**src/rtl/monolith_pkg.sv**
```systemverilog
// Shared types and helpers for the Monolith permutation datapath over M31.
package monolith_pkg;

  localparam int unsigned M31_WIDTH = 31;
  localparam logic [M31_WIDTH-1:0] M31_P = 31'h7FFF_FFFF;

  typedef logic [M31_WIDTH-1:0] word_t;

  typedef enum logic [1:0] {
    IDLE,
    BUSY,
    DONE
  } bars_state_e;

  // Number of S-box limbs per word; the last limb takes whatever bits remain.
  function automatic int unsigned limb_count(input int unsigned word_width,
                                             input int unsigned limb_width);
    return (word_width + limb_width - 1) / limb_width;
  endfunction

endpackage

```
**src/rtl/mod_reduction_inout_if.sv**
```systemverilog
// Value-in / reduced-value-out bundle shared by the modular reducers.
interface mod_reduction_inout_if #(
  parameter int unsigned W = 31
);
  logic [W-1:0] value;
  logic [W-1:0] reduced;

  modport reducer (input value, output reduced);
  modport user (output value, input reduced);
endinterface

```
**src/rtl/m31_mod_reduce.sv**
```systemverilog
// Canonical reduction of a W-bit word modulo 2^W-1: the all-ones pattern folds to zero.
module m31_mod_reduce (
  mod_reduction_inout_if.reducer io
);
  assign io.reduced = (&io.value) ? '0 : io.value;
endmodule

```
**src/rtl/monolith_bar_word.sv**
```systemverilog
// One Bars word: splits the word into limbs LSB-first and S-boxes each limb.
module monolith_bar_word
  import monolith_pkg::*;
#(
  parameter int unsigned WORD_WIDTH = M31_WIDTH,
  parameter int unsigned LIMB_WIDTH = 8
) (
  input  logic [WORD_WIDTH-1:0] word_in,
  output logic [WORD_WIDTH-1:0] word_out
);

  localparam int unsigned N_LIMBS = limb_count(WORD_WIDTH, LIMB_WIDTH);
  localparam int unsigned LAST_W  = WORD_WIDTH - (N_LIMBS - 1) * LIMB_WIDTH;

  for (genvar i = 0; i < N_LIMBS; i++) begin : g_limb
    localparam int unsigned LW = (i == N_LIMBS - 1) ? LAST_W : LIMB_WIDTH;
    monolith_sbox #(.W(LW)) u_sbox (
      .x (word_in[i*LIMB_WIDTH +: LW]),
      .y (word_out[i*LIMB_WIDTH +: LW])
    );
  end

endmodule

```
**src/rtl/monolith_sbox.sv**
```systemverilog
// Monolith limb S-box: y = x ^ (~rotl1 & rotl2 & rotl3), result rotl1(y), rotations within W bits.
module monolith_sbox #(
  parameter int unsigned W = 8
) (
  input  logic [W-1:0] x,
  output logic [W-1:0] y
);

  function automatic logic [W-1:0] rotl(input logic [W-1:0] v, input int unsigned r);
    return (v << r) | (v >> (W - r));
  endfunction

  logic [W-1:0] chi;

  assign chi = x ^ (~rotl(x, 1) & rotl(x, 2) & rotl(x, 3));
  assign y   = rotl(chi, 1);

endmodule

```
**src/rtl/monolith_bars_seq.sv**
```systemverilog
// Time-multiplexed Bars layer: S-boxes LANES leading words per cycle in place, then presents the reduced state.
module monolith_bars_seq
  import monolith_pkg::*;
#(
  parameter int unsigned WORD_WIDTH   = M31_WIDTH,
  parameter int unsigned STATE_SIZE   = 16,
  parameter int unsigned BAR_OP_COUNT = 8,
  parameter int unsigned LANES        = 2,
  parameter int unsigned LIMB_WIDTH   = 8
) (
  input  logic                  clk,
  input  logic                  reset,
  input  logic                  in_valid,
  output logic                  in_ready,
  input  logic [WORD_WIDTH-1:0] state_in  [0:STATE_SIZE-1],
  output logic                  out_valid,
  input  logic                  out_ready,
  output logic [WORD_WIDTH-1:0] state_out [0:STATE_SIZE-1]
);

  localparam int unsigned IDX_W = $clog2(BAR_OP_COUNT + 1);
  localparam int unsigned SEL_W = (STATE_SIZE > 1) ? $clog2(STATE_SIZE) : 1;
  localparam logic [IDX_W-1:0] LAST_IDX = IDX_W'(BAR_OP_COUNT - LANES);
  localparam logic [IDX_W-1:0] IDX_STEP = IDX_W'(LANES);

  if ((LANES == 0) || (BAR_OP_COUNT % LANES != 0)) begin : g_bad_lanes
    $error("monolith_bars_seq: LANES must divide BAR_OP_COUNT");
  end

  bars_state_e           state_q;
  logic [IDX_W-1:0]      idx_q;
  logic                  drain_q;
  logic                  run_q;
  logic [WORD_WIDTH-1:0] st_q     [0:STATE_SIZE-1];
  logic [SEL_W-1:0]      sel      [0:LANES-1];
  logic [WORD_WIDTH-1:0] lane_out [0:LANES-1];

  // Window of LANES words starting at idx feeds the S-box lanes.
  for (genvar l = 0; l < LANES; l++) begin : g_lane
    assign sel[l] = SEL_W'(idx_q) + SEL_W'(l);
    monolith_bar_word #(
      .WORD_WIDTH (WORD_WIDTH),
      .LIMB_WIDTH (LIMB_WIDTH)
    ) u_bar (
      .word_in  (st_q[sel[l]]),
      .word_out (lane_out[l])
    );
  end

  // Every registered word, including pass-through words, leaves in canonical form.
  for (genvar w = 0; w < STATE_SIZE; w++) begin : g_reduce
    mod_reduction_inout_if #(.W(WORD_WIDTH)) red_if ();
    m31_mod_reduce u_red (.io(red_if));
    assign red_if.value = st_q[w];
    assign state_out[w] = red_if.reduced;
  end

  // run_q holds ready low for the first cycle after reset; DONE forwards out_ready for back-to-back.
  assign in_ready = !reset && run_q &&
                    ((state_q == IDLE) || ((state_q == DONE) && out_ready));

  // Sequencer: capture, LANES-wide in-place S-box sweep, one drain cycle, then hold until consumed.
  always_ff @(posedge clk) begin
    if (reset) begin
      state_q   <= IDLE;
      idx_q     <= '0;
      drain_q   <= 1'b0;
      run_q     <= 1'b0;
      out_valid <= 1'b0;
      st_q      <= '{default: '0};
    end else begin
      run_q <= 1'b1;
      case (state_q)
        IDLE: begin
          if (in_valid && in_ready) begin
            st_q    <= state_in;
            idx_q   <= '0;
            drain_q <= 1'b0;
            state_q <= BUSY;
          end
        end
        BUSY: begin
          if (drain_q) begin
            drain_q   <= 1'b0;
            out_valid <= 1'b1;
            state_q   <= DONE;
          end else begin
            for (int unsigned l = 0; l < LANES; l++) begin
              st_q[sel[l]] <= lane_out[l];
            end
            if (idx_q == LAST_IDX) begin
              drain_q <= 1'b1;
            end else begin
              idx_q <= idx_q + IDX_STEP;
            end
          end
        end
        DONE: begin
          if (out_ready) begin
            out_valid <= 1'b0;
            if (in_valid) begin
              st_q    <= state_in;
              idx_q   <= '0;
              drain_q <= 1'b0;
              state_q <= BUSY;
            end else begin
              state_q <= IDLE;
            end
          end
        end
        default: begin
          state_q   <= IDLE;
          out_valid <= 1'b0;
        end
      endcase
    end
  end

endmodule
```
**config.mk**
```make
export PLATFORM = sky130hd
export DESIGN_NAME = monolith_bars_seq
export DESIGN_NICKNAME = d
export VERILOG_FILES = /design/src/rtl/monolith_pkg.sv /design/src/rtl/mod_reduction_inout_if.sv /design/src/rtl/m31_mod_reduce.sv /design/src/rtl/monolith_bar_word.sv /design/src/rtl/monolith_sbox.sv /design/src/rtl/monolith_bars_seq.sv
export SDC_FILE = /design/constraint.sdc
export NUM_CORES = 2
export LEC_CHECK = 0
export CAP_MARGIN = 20
export CORE_AREA = 5 5 388 390
export DETAILED_ROUTE_END_ITERATION = 16
export DIE_AREA = 0 0 393 395
export PLACE_DENSITY_LB_ADDON = 0.2
export SLEW_MARGIN = 20
export SYNTH_ARGS = -nofsm -noshare
export SYNTH_HDL_FRONTEND = slang
export SYNTH_SLANG_ARGS = --single-unit
```
**constraint.sdc**
```tcl
create_clock -name clk -period 2.3 [get_ports clk]
set_input_delay 0.46 -clock clk [delete_from_list [all_inputs] [get_ports clk]]
set_output_delay 0.46 -clock clk [all_outputs]
set_load 0.01 [all_outputs]
```
# Yosys cells after proc, flatten, opt, wreduce, memory -nomap -nowiden
# Index checks and enable logic that the tools add are counted.
# word_totals
regBits	505
latch_bits	0
ram_bits	0
rom_bits	0
in_bits	500
output_inout_bits	498
elab_cells	188
n_memories	0
# op_classes
n_addsub	2
mul	0
n_div	0
magnitude_cmp	4
eq_ne	9
n_shift	0
n_mux	54
n_bitwise	67
n_reduce_logical	31
# ops
op	count
$mux 496	4
$pmux 496 s3	1
$bwmux 496	2
$mux 31	22
$reduce_and 31->1	16
$bmux 31 s4	2
$demux 31 s4	2
$and 8x8->8	12
$or 8x1->8	12
$not 8->8	6
$or 8x2->8	6
$or 8x3->8	6
$xor 8x8->8	6
$and 7x7->7	4
$or 7x1->7	4
$mux 4	5
$not 7->7	2
$or 7x2->7	2
$or 7x3->7	2
$xor 7x7->7	2
$pmux 4 s3	1
$ge 5x5->1 const B	2
$lt 5x1->1 const B	2
$ne 2x2->1 const B	5
other kinds (21)	39

# Logic depth before layout (Yosys ltp)
# depth
word_depth	14
ltp_mapped	9

# Hierarchy
# From an unflattened synthesis, not the netlist that was laid out.
# unflattened
cells_unflattened	3513
hier_area_um2	31590.3
# by_module_without_submodules
mod	n_inst	cells_per_inst	area_per_inst_um2	seq_area_each_um2
monolith_bars_seq	1	2637	24476.0	10089.7
m31_mod_reduce	16	47	381.6	0.0
monolith_sbox (g_lane[0].u_bar.g_limb[0].u_sbox ...)	6	16	130.1	0.0
monolith_sbox (g_lane[0].u_bar.g_limb[3].u_sbox ...)	2	14	113.9	0.0

# Least setup slack after synthesis
# No wires, ideal clock.
# synth_path
path_type	reg2reg
startpoint	register idx_q[1]
endpoint	register st_q (netlist bit g_reduce[6].red_if.value[11])
arrival_time_ns	2.270
required_time_ns	2.165
path_slack_ns	-0.105
stages_incl_launch_ff	8
period_less_slack_ns	2.405
path_cell_list	dfxtp_1 > buf_4 > buf_2 > mux4_2 > mux2i_2 > nor3b_2 > xor2_2 > o22ai_1
# synth_between
elab_chain_len	14
# synth_rtl
element	line	text
from (decl)	monolith_bars_seq.sv:31	logic [IDX_W-1:0] idx_q;
from (signal assigned)	monolith_bars_seq.sv:94	idx_q <= idx_q + IDX_STEP;
$add 4x1->4 or $not 4->5 (tied branches)	monolith_bars_seq.sv:40, monolith_bars_seq.sv:45, monolith_bars_seq.sv:89	
$not 4->5 (implied by the code) or $bmux 31 s4 (tied branches)	monolith_bars_seq.sv:45, monolith_bars_seq.sv:89	
$bmux 31 s4 or $mux 31 (tied branches)	monolith_bars_seq.sv:45	.word_in (st_q[sel[l]]),
$mux 31 (implied by the code)	monolith_bars_seq.sv:45	
$mux 31 (implied by the code) or $or 8x1->8 (tied branches)	monolith_bars_seq.sv:45, monolith_sbox.sv:10	
$or 8x1->8 or $not 8->8 (tied branches)	monolith_sbox.sv:10, monolith_sbox.sv:15	
$not 8->8 or $and 8x8->8 (tied branches)	monolith_sbox.sv:15	assign chi = x ^ (~rotl(x, 1) & rotl(x, 2) & rotl(x, 3));
$and 8x8->8	monolith_sbox.sv:15	
$and 8x8->8 or $xor 8x8->8 (tied branches)	monolith_sbox.sv:15	
$xor 8x8->8 or $or 8x1->8 (tied branches)	monolith_sbox.sv:15, monolith_sbox.sv:10	
$or 8x1->8 or $bwmux 496 (tied branches)	monolith_sbox.sv:10, monolith_bars_seq.sv:89	
$bwmux 496 (*)	monolith_bars_seq.sv:89	st_q[sel[l]] <= lane_out[l];
$mux 496 (*)	monolith_bars_seq.sv:83	if (drain_q) begin
$pmux 496 s3 (*)	monolith_bars_seq.sv:73	case (state_q)
to (signal assigned)	monolith_bars_seq.sv:76	st_q <= state_in;
to (signal, indexed assignment)	monolith_bars_seq.sv:89	
to (signal assigned)	monolith_bars_seq.sv:102	st_q <= state_in;
to (decl)	monolith_bars_seq.sv:34	logic [WORD_WIDTH-1:0] st_q [0:STATE_SIZE-1];
# Every way passes the cells marked *; elsewhere a longest branch is shown, timed or not. The select of a mux whose other input is x is not followed.
# A chain may end at the register's enable or synchronous reset.

==> qor.csv <==
stage,metric,value,unit
setup_path,arrival,2.58,ns
detailed_routing,wl_per_cell,33.1,µm
setup_path,cp_top_family,simple AND/OR/NAND/NOR gates,
timing,skew,0.0405,ns
cells_and_area,layout_common_cells,"824 x buf_4, 610 x buf_6, 509 x o21ai_0",
timing,grt_setup_unrepaired,yes,
setup_path,worstPathCellList,nand4_1 > nor4_4 > nand2_4 > buf_12 > buf_16 > buf_12 > and2_4 > buf_6,
floorplanning,initial_core_util,22.7,%
timing,finalMaxSlewViolations,0,
clocking,cts.sinks,504,
place,gp_congestion,0.976,
detailed_routing,first_iter_violations,4344,
floorplanning,fp.dieW,393,µm
cells_and_area,regArea,0.0103,mm²
detailed_routing,via_count,43600,
clocking,cts_hold_buffers,0,
synth,synth-seq-cells,504,
power_and_ir_drop,p_leak,25.8,nW
cells_and_area,area_growth,87.2,%
worst_hold_path,hp-start,reset,
setup_path,cp_num_buf_inv,4,
synth,synthesis.nets,4502,
run,cap_violations,0,
clocking,tritoncts,built,
floorplanning,die_area,0.155,mm²
cells_and_area,fin_area,0.0625,mm²
clocking,clk_root_buffer_cell,clkbuf_16,
timing,setup_slack,-0.736,ns
timing,timing_hold_violations_final,0,
place,port_buffers,997,
cells_and_area,layout.nets,6351,
setup_path,crit_path_max_incr_delay,0.55,ns
synth,netlist_instances,4001,
clocking,clockBufferDepth,3,
floorplanning,io_pins,998,
detailed_routing,ant_nets,0,
detailed_routing,via_per_inst,5.55,
cells_and_area,layout-drive-gt1-share,48.1,%
cells_and_area,layout_commonest_cell,buf_4,
floorplanning,core,0.147,mm²
setup_path,r2r_start,idx_q[1],
timing,fmax,329,MHz
clocking,clk-insertion-delay-late,0.65,ns
global_routing,grt_max_degree,153,
place,dpl_cell_area,0.0533,mm²
timing,finalSetupViolCount,986,
detailed_routing,drtPass1Iterations,5,
synth,synth_edf_count,0,
clocking,numCtsBuffers,70,
worst_hold_path,hold_class,primary input to flop,
timing,min_period,3.04,ns
clocking,h-tree-depth,3,
setup_path,path_max_fanout,3,
timing,relSlewSlack,25.0,%
synth,yosysWarnings,0,
timing,min_period_over_period,132,%
place,hpwl,194000,µm
setup_path,cp-start-kind,flop,
floorplanning,rows,141,
status,outcome,"complete, but fails checks",
setup_path,critPathRequiredTime,1.84,ns
synth,synth_area,0.0334,mm²
global_routing,grt_usage,31.3,%
detailed_routing,wl,260000,µm
synth,ys_async_sr_fraction,0,%
global_routing,gr-total-overflow,0,
setup_path,cp-end-kind,output pin,
setup_path,worst-setup-path-type,flop to output pin,
global_routing,antenna_found_initial,59,
power_and_ir_drop,powerDensity,505,mW/mm²
detailed_routing,drc,0,
clocking,path_clk_slew,0.06,ns
cells_and_area,multi_input_area,0.0244,mm²
cells_and_area,nFillCells,14500,
status,violations,negative setup slack,
synth,yosysSeqAreaShare,30.2,%
timing,worst_pin_slew,1.12,ns
global_routing,grt_pass1_vias,42500,
setup_path,cp_slowest_cell,nor4_4,
setup_path,crit_top_cell,buf_12,
setup_path,cp-startpoint,g_reduce[15].red_if.value[30],
global_routing,grt_first_pass_wirelength,347000,µm
power_and_ir_drop,irDropWorstVdd,0.419,mV
timing,holdWs,0.188,ns
synth,synthDistinctLibCells,60,
synth,syn_avg_cell_area,8.34,µm²
synth,yosys_most_used_dff,dfxtp_1,
floorplanning,dieHeight,395,µm
worst reg2reg max path, stage by stage, from the launching register on:
cell and delay, ns:
dfxtp_4 0.41, buf_4 0.14, buf_12 0.12, buf_6 0.19, buf_4 0.18, mux4_2 0.56
mux2i_4 0.22, nor3b_2 0.26, xor2_2 0.20, buf_4 0.18, o22ai_1 0.08
cell families (layout without fill, tap and decap cells):
kind of cell	count (synthesis)	count (layout)	synth area share, %
flip-flops	504	504	30.2
AO/OA/AOI/OAI	1542	1542	25.6
other	0	31	0
AND/OR/NAND/NOR	1287	1287	24.8
XOR/XNOR	58	58	2.54
buffers and inverters	416	2318	4.99
multiplexers	193	193	11.8
adder cells (fa/ha/maj)	1	1	0.0375
final timing paths:
| path | end | slack [ns] | depth (start not counted) |
|---|---|---|---|
| worst max-delay path | state_out[21] | -0.74 | 8 |
| worst min-delay path | run_q | 0.19 | 3 |
| worst max register to register | g_reduce[7].red_if.value[25] | -0.37 | 10 |
| worst min register to register | out_valid | 0.51 | 2 |
sequential cells by signal, summed over array words and instances, names as in the netlist:
name                   cells
drain_q                    1
g_reduce.red_if.value    496
idx_q                      3
out_valid                  1
run_q                      1
state_q                    2
report_power, final:
group / leakage (nW) / total (mW) / internal, mW / switching [mW]
clock network: 1.13 / 11.2 / 6.59 / 4.63
logic: 20.5 / 10.7 / 5.40 / 5.29
registers: 4.17 / 9.66 / 9.27 / 0.390
total: 25.8 / 31.6 / 21.3 / 10.3
area by class of cell:
class,count,area share [%]
tap,1930,3.87
sequential,504,16.4
clock buffer,109,3.41
antenna,31,0.124
clock inverter,16,0.266
multi-input combinational,3081,39.1
inverter,5,0.0381
timing repair buffer,2188,36.7
what timing repair did:
item | 4_1_cts | 5_1_grt
pin swaps | 251 | 335
setup endpoints to repair | 993 | 993
buffers inserted | 118 | 80
cloned | 41 | 8
gates resized for setup | 2483 | 1129
cell usage after synthesis (7+ instances only):
master,count,area [µm²]
mux2_2,15,169
buf_4,16,120
buf_2,28,140
clkbuf_1,365,1370
nand3_1,26,130
nor3b_2,45,563
nand2b_1,8,50.1
xor2_2,44,716
nand2_1,26,97.6
xor2_1,7,61.3
a21o_1,8,60.1
o21ai_0,511,2560
nor2_1,18,67.6
nor4_1,36,225
mux2i_2,8,110
mux2i_4,40,901
a21oi_1,496,2480
o32ai_1,39,342
o31ai_1,10,75.1
and3_1,490,3070
mux4_2,116,2610
o22ai_1,455,2850
and2_1,496,3100
dfxtp_1,504,10100
mux2i_1,14,140
nand4_1,112,701
metal layers:
| metal | global-route usage [%] | routed length (µm) | vias up |
|---|---|---|---|
| li1 | - | - | 18900 |
| met2 | 53.4 | 125000 | 2554 |
| met1 | 36.1 | 95200 | 21500 |
| met5 | 0 | 288 | - |
| met4 | 17.8 | 19000 | 46 |
| met3 | 6.52 | 21100 | 595 |
per-stage QoR:
stage / worst slack (ns) / utilization [%] / cells / setup TNS [ns] / power, mW
3_3_place_gp: -1.59 / 36.3 / 7496 / -390.84 / 19.3
3_5_place_dp: -1.04 / 36.3 / 7496 / -371.34 / 19.3
4_1_cts: -0.906 / 40.0 / 7777 / -447.82 / 30.6
6_report: -0.736 / 42.6 / 7864 / -367.24 / 31.6
2_1_floorplan: -0.0818 / - / 4001 / -9.86 / 13.4
5_1_grt: -0.821 / 42.5 / 7839 / -425.41 / 32.4
(Power assumes the default switching activity.)
